## config.mk

```make
export PLATFORM = sky130hd
export DESIGN_NAME = sbox_hpc2_run_ctrl
export DESIGN_NICKNAME = d
export VERILOG_FILES = /design/src/rtl/sbox_hpc2_pkg.sv /design/src/rtl/sbox_hpc2_run_ctrl_masked_share_reg.sv /design/src/rtl/sbox_hpc2_run_ctrl.sv
export SDC_FILE = /design/constraint.sdc
export NUM_CORES = 1
export LEC_CHECK = 0
export ABC_AREA = 1
export CAP_MARGIN = 20
export CORE_AREA = 2 2 200 202
export CTS_CLUSTER_DIAMETER = 80
export DETAILED_ROUTE_END_ITERATION = 8
export DIE_AREA = 0 0 202 204
export PLACE_DENSITY = 0.6
export RECOVER_POWER = 100
export SYNTH_ARGS = -nofsm -noshare
export SYNTH_HDL_FRONTEND = slang
export SYNTH_SLANG_ARGS = --single-unit
```

## constraint.sdc

```tcl
create_clock -name clk -period 1.2 [get_ports clk]
set_input_delay 0.12 -clock clk [delete_from_list [all_inputs] [get_ports clk]]
set_output_delay 0.12 -clock clk [all_outputs]
set_load 0.005 [all_outputs]
```

## src/rtl/sbox_hpc2_pkg.sv

```systemverilog
// Shared constants and types for the masked Skinny S-box run controller.
// Latency: n/a (declarations only).
// Backpressure: n/a.
package sbox_hpc2_pkg;

    localparam int ORDER   = 4;
    localparam int SHARES  = ORDER + 1;
    localparam int FRESH_W = 210;
    localparam int LAT     = 9;

    typedef logic [4*SHARES-1:0] share_nib_t;

    typedef enum logic [1:0] {
        IDLE  = 2'd0,
        START = 2'd1,
        RUN   = 2'd2,
        DONE  = 2'd3
    } run_state_t;

endpackage

```

## src/rtl/sbox_hpc2_run_ctrl_masked_share_reg.sv

```systemverilog
// Enable-gated register bank holding N_SH independent shares of W bits each.
// Latency: 1 cycle from en to q.
// Backpressure: none; q holds its value whenever en is low.
module masked_share_reg
    import sbox_hpc2_pkg::*;
#(
    parameter int N_SH = SHARES,
    parameter int W    = 4
) (
    input  logic            clk,
    input  logic            rst,
    input  logic            en,
    input  logic [N_SH*W-1:0] d,
    output logic [N_SH*W-1:0] q
);

    // One flop group per share; shares never share logic with each other.
    for (genvar s = 0; s < N_SH; s++) begin : g_share
        logic [W-1:0] sh_q;

        // Capture this share only when enabled, clear on reset.
        always_ff @(posedge clk or negedge rst) begin
            if (!rst) begin
                sh_q <= '0;
            end else if (en) begin
                sh_q <= d[s*W +: W];
            end
        end

        assign q[s*W +: W] = sh_q;
    end

endmodule

```

## src/rtl/sbox_hpc2_run_ctrl.sv

```systemverilog
// Drives one masked S-box evaluation per accepted (shares, fresh) pair and returns its output shares.
// Latency: accept cycle to out_valid_o is LAT+2 cycles; one evaluation per LAT+3 cycles at best.
// Backpressure: inputs stall while busy; output shares held until out_ready_i. Optional SBOX_RUN_WDOG_EN adds err_o watchdog.
module sbox_hpc2_run_ctrl
    import sbox_hpc2_pkg::*;
(
    input  logic                  clk,
    input  logic                  rst,
    input  logic                  in_valid_i,
    output logic                  in_ready_o,
    input  logic [4*SHARES-1:0]   x_sh_i,
    input  logic [FRESH_W-1:0]    fresh_i,
    input  logic                  fresh_vld_i,
    output logic                  fresh_rdy_o,
    output logic [4*SHARES-1:0]   sb_x_o,
    output logic [FRESH_W-1:0]    sb_fresh_o,
    output logic                  sb_rst_o,
    input  logic                  sb_synch_i,
    input  logic [4*SHARES-1:0]   sb_y_i,
    output logic                  out_valid_o,
    input  logic                  out_ready_i,
    output logic [4*SHARES-1:0]   y_sh_o,
    output logic                  busy_o
`ifdef SBOX_RUN_WDOG_EN
    ,
    output logic                  err_o
`endif
);

    localparam logic [1:0] ST_IDLE  = IDLE;
    localparam logic [1:0] ST_START = START;
    localparam logic [1:0] ST_RUN   = RUN;
    localparam logic [1:0] ST_DONE  = DONE;

    logic [1:0] state_q;
    logic [1:0] state_d;
    logic       sb_rst_q;
    logic       accept;
    logic       synch_hit;
    logic       timeout;

    // Both sides must be present together; a lone valid consumes nothing.
    assign accept    = (state_q == ST_IDLE) & in_valid_i & fresh_vld_i;
    assign synch_hit = (state_q == ST_RUN) & sb_synch_i;

`ifdef SBOX_RUN_WDOG_EN
    localparam int                 CNT_W     = $clog2(LAT + 4) + 1;
    localparam logic [CNT_W-1:0]   WDOG_LAST = CNT_W'(LAT + 3);

    logic [CNT_W-1:0] wdog_q;
    logic             err_q;

    // Count RUN cycles; the value is the zero-based index of the current RUN cycle.
    always_ff @(posedge clk or negedge rst) begin
        if (!rst) begin
            wdog_q <= '0;
        end else if (state_q != ST_RUN) begin
            wdog_q <= '0;
        end else begin
            wdog_q <= wdog_q + 1'b1;
        end
    end

    // Give up after LAT+4 RUN cycles with no Synch.
    assign timeout = (state_q == ST_RUN) & ~sb_synch_i & (wdog_q == WDOG_LAST);

    // Sticky error flag, cleared only by reset.
    always_ff @(posedge clk or negedge rst) begin
        if (!rst) begin
            err_q <= 1'b0;
        end else if (timeout) begin
            err_q <= 1'b1;
        end
    end

    assign err_o = err_q;
`else
    assign timeout = 1'b0;
`endif

    // Next-state selection for the run sequence.
    always_comb begin
        state_d = state_q;
        case (state_q)
            ST_IDLE:  if (accept) state_d = ST_START;
            ST_START: state_d = ST_RUN;
            ST_RUN: begin
                if (synch_hit) begin
                    state_d = ST_DONE;
                end else if (timeout) begin
                    state_d = ST_IDLE;
                end
            end
            ST_DONE:  if (out_ready_i) state_d = ST_IDLE;
            default:  state_d = ST_IDLE;
        endcase
    end

    // State register and registered S-box reset: released only while in RUN.
    always_ff @(posedge clk or negedge rst) begin
        if (!rst) begin
            state_q  <= ST_IDLE;
            sb_rst_q <= 1'b1;
        end else begin
            state_q  <= state_d;
            sb_rst_q <= (state_d != ST_RUN);
        end
    end

    // Input shares and fresh word are captured on accept and held until the next accept.
    masked_share_reg #(.N_SH(SHARES), .W(4)) u_x_reg (
        .clk (clk),
        .rst (rst),
        .en  (accept),
        .d   (x_sh_i),
        .q   (sb_x_o)
    );

    masked_share_reg #(.N_SH(1), .W(FRESH_W)) u_fresh_reg (
        .clk (clk),
        .rst (rst),
        .en  (accept),
        .d   (fresh_i),
        .q   (sb_fresh_o)
    );

    // Output shares are taken in the cycle the S-box signals Synch.
    masked_share_reg #(.N_SH(SHARES), .W(4)) u_y_reg (
        .clk (clk),
        .rst (rst),
        .en  (synch_hit),
        .d   (sb_y_i),
        .q   (y_sh_o)
    );

    assign in_ready_o  = (state_q == ST_IDLE) & fresh_vld_i;
    assign fresh_rdy_o = (state_q == ST_IDLE) & in_valid_i;
    assign sb_rst_o    = sb_rst_q;
    assign out_valid_o = (state_q == ST_DONE);
    assign busy_o      = (state_q != ST_IDLE);

endmodule
```

==> impl_metrics.yaml <==
job:
  drv_cap: 0
worst_setup_path:
  critical_path.max_fanout: 21
  critPathRequiredTime_ps: 1640
  worstSetupStartpoint: "state_q[1]"
  startpoint_type: "flop"
  r2r_start: "state_q[1]"
  arrival_ps: 2020
  endpoint_kind: "flop"
  crit_type: "flop to flop"
drt:
  wl_per_cell_microns: 18.3
  drt-initial-drc-count: 496
  first_pass_iters: 4
  detail-route-antenna-nets: 0
  vias: 10600
  wirelength_mm: 41.4
  vias_per_cell: 4.67
  drc_errors: 0
timing:
  min_period_ps: 1580
  clock_skew_ps: 18.0
  worst_pin_slew_ps: 743
  rsz0062_at_grt: "yes"
  period_share_pct: 132
  worst_slack_ps: -382
  fin_tns_setup_ps: -84690
  hold_violations: 0
  relSlewSlack_pct: 50.4
  finalSetupViolCount: 307
  drv_slew: 0
  fmax_mhz: 632
die:
  core_sq_mm: 0.0392
  io_pins: 511
  dieArea_sq_mm: 0.0412
  die_h_microns: 204
  die_w_microns: 202
  core.rowCount: 73
  start_util_pct: 26.2
min_path:
  hold_path_class: "input port to flop"
  holdCritStartpoint: "fresh_vld_i"
pwr:
  comb_power_share_pct: 39.5
  peakVddDrop_uv: 1210
  leakagePower_nw: 8.85
  seqPwrFrac_pct: 37.4
  p_int_mw: 25.7
  p_sw_mw: 13.5
  power_density_mw_per_mm2: 2310
  p_clk_share_pct: 23.1
  sw_frac_of_total_pct: 34.5
  power_mw: 39.2
cts:
  insertion_delay_ps: 560
  cts_buffer_depth: 3
  cts_inserted_buffers: 31
  clkSinkCount: 253
  clk_pin_slew_worst_paths_ps: 60
  cts_htree_levels: 1
  clockRootBuffer: "clkbuf_16"
  tritoncts: "built"
placement:
  place_hpwl_mm: 28.6
  preCtsSetupSlack_ps: -195
  routabilityCongestion: 0.902
  dp_cells: 2126
  port_buffers: 510
cells_and_area:
  postLayoutCoreUtil_pct: 43.4
  syn2layout_area_growth_pct: 65.5
  final_cells: 2260
  diodes: 0
  nets: 1969
  fillers: 3888
  drive_above_1_share_pct: 27.7
run_status:
  violations: "negative setup slack"
  status: "finished with violations"
global_routing:
  grt_max_degree: 119
  grt-ovfl-total: 0
  grt_pass1_wl_mm: 62.2
  grt_pass1_vias: 10600
  grt_usage_pct: 19.0
  antenna_found_initial: 0
logic_synthesis:
  yosysTopAreaCellShare_pct: 61.4
  syn_nets: 1386
  ys_types: 12
  ys_warn_count: 0
  synth_top_area_cell: "dfrtp_1"
  syn_area_per_cell_sq_um: 9.09
  synth_area_sq_mm: 0.0103
  ys_seq_area_share_pct: 61.6
  synth_area_leaders: "dfrtp_1 (61%), nand2_1 (19%), nand4_1 (14%)"
  postSynthCellCount: 1130
  ys_ff_latch: 253
[worst max-delay path: stages (launching register included)]
cell,delay [ps]
dfrtp_2,410
buf_6,120
buf_6,110
nor2_4,150
nand3_4,160
buf_12,200
buf_12,170
nand2_1,70
nand2_1,50
[registers in the layout, indices dropped and copies added, names as in the netlist]
name	cells
u_fresh_reg.q	210
u_x_reg.g_share.sh_q	20
u_y_reg.g_share.sh_q	20
state_q	2
sb_rst_o	1
[metal layers]
metal  part of all wire [%]  wire [microns]  global-route usage [%]
met4                    2.4             999                    4.20
met5                      0               0                       0
met2                     48           19800                    32.3
met3                    9.2            3790                    6.31
met1                     40           16700                    23.5
[layout by cell type, fill, tap and decap left out, types with 2 or more instances in the layout]
master and instances:
inv_6 2, clkbuf_16 33, nand2_1 500, dfrtp_2 2, clkbuf_8 11, nand2_2 18
buf_2 241, buf_4 92, nor2_2 2, clkdlybuf4s50_1 252, nand2_4 7, nor2_1 3
clkbuf_2 7, buf_8 3, nand3_1 2, dfrtp_1 250, clkbuf_4 3, buf_6 29
buf_12 19, clkbuf_1 11, nand4_1 230, buf_16 3, inv_1 6
[metrics by stage]
stage	area, sq um	hold slack [ps]
3_3_place_gp	16400	73.5
3_5_place_dp	16400	74.8
2_1_floorplan	10300	-176
6_report	17000	57.8
5_1_grt	17000	40.7
4_1_cts	16900	-37.3
[repair_timing]
item,4_1_cts,5_1_grt
gates cloned,3,4
endpoints found under the setup margin,505,507
buffers inserted,68,3
resized for setup,1063,34
pin swaps,14,4
hold buffers,1,0
hold endpoints to repair,254,0
[logic make-up after synthesis]
logic type	Yosys count	synth area share [%]
buffers and inverters	113	4.73
DFF	253	61.6
and+or+nand+nor	764	33.6
[power groups by stage]
stage          registers (mW)  logic (mW)  clock network, mW
2_1_floorplan            14.9        4.80                  0
3_3_place_gp             14.8        16.7                  0
3_5_place_dp             14.9        16.8                  0
4_1_cts                  14.6        15.4               9.30
5_1_grt                  15.2        17.1               9.68
6_report                 14.7        15.5               9.07
[cell usage after synthesis (all sizes together)]
library cell / instances
nand4: 230
dfstp: 1
buf: 57
dfrtp: 252
inv: 7
nor2: 6
nand3: 3
nand2: 525
clkbuf: 49
[layout make-up]
cell class | count | area (sq um) | share of cell area [%]
multi-input cells | 764 | 3570 | 21.0
clock inverters | 5 | 42.5 | 0.250
well taps | 525 | 657 | 3.86
inverters | 7 | 26.3 | 0.155
clock buffers | 50 | 957 | 5.63
flip-flops and latches | 253 | 6330 | 37.3
repair buffers | 656 | 5420 | 31.8
[final timing paths]
path	endpoint	slack, ps	depth (start not counted)
setup / recovery	u_fresh_reg.q[102]	-380	8
hold reg to reg	u_y_reg.g_share[0].sh_q[0]	460	2
hold / removal	state_q[0]	60	4
min in group asynchronous	u_fresh_reg.q[88]	190	2
max in group asynchronous	u_fresh_reg.q[37]	130	3
setup reg to reg	u_fresh_reg.q[102]	-380	8
(Power assumes the default switching activity.)
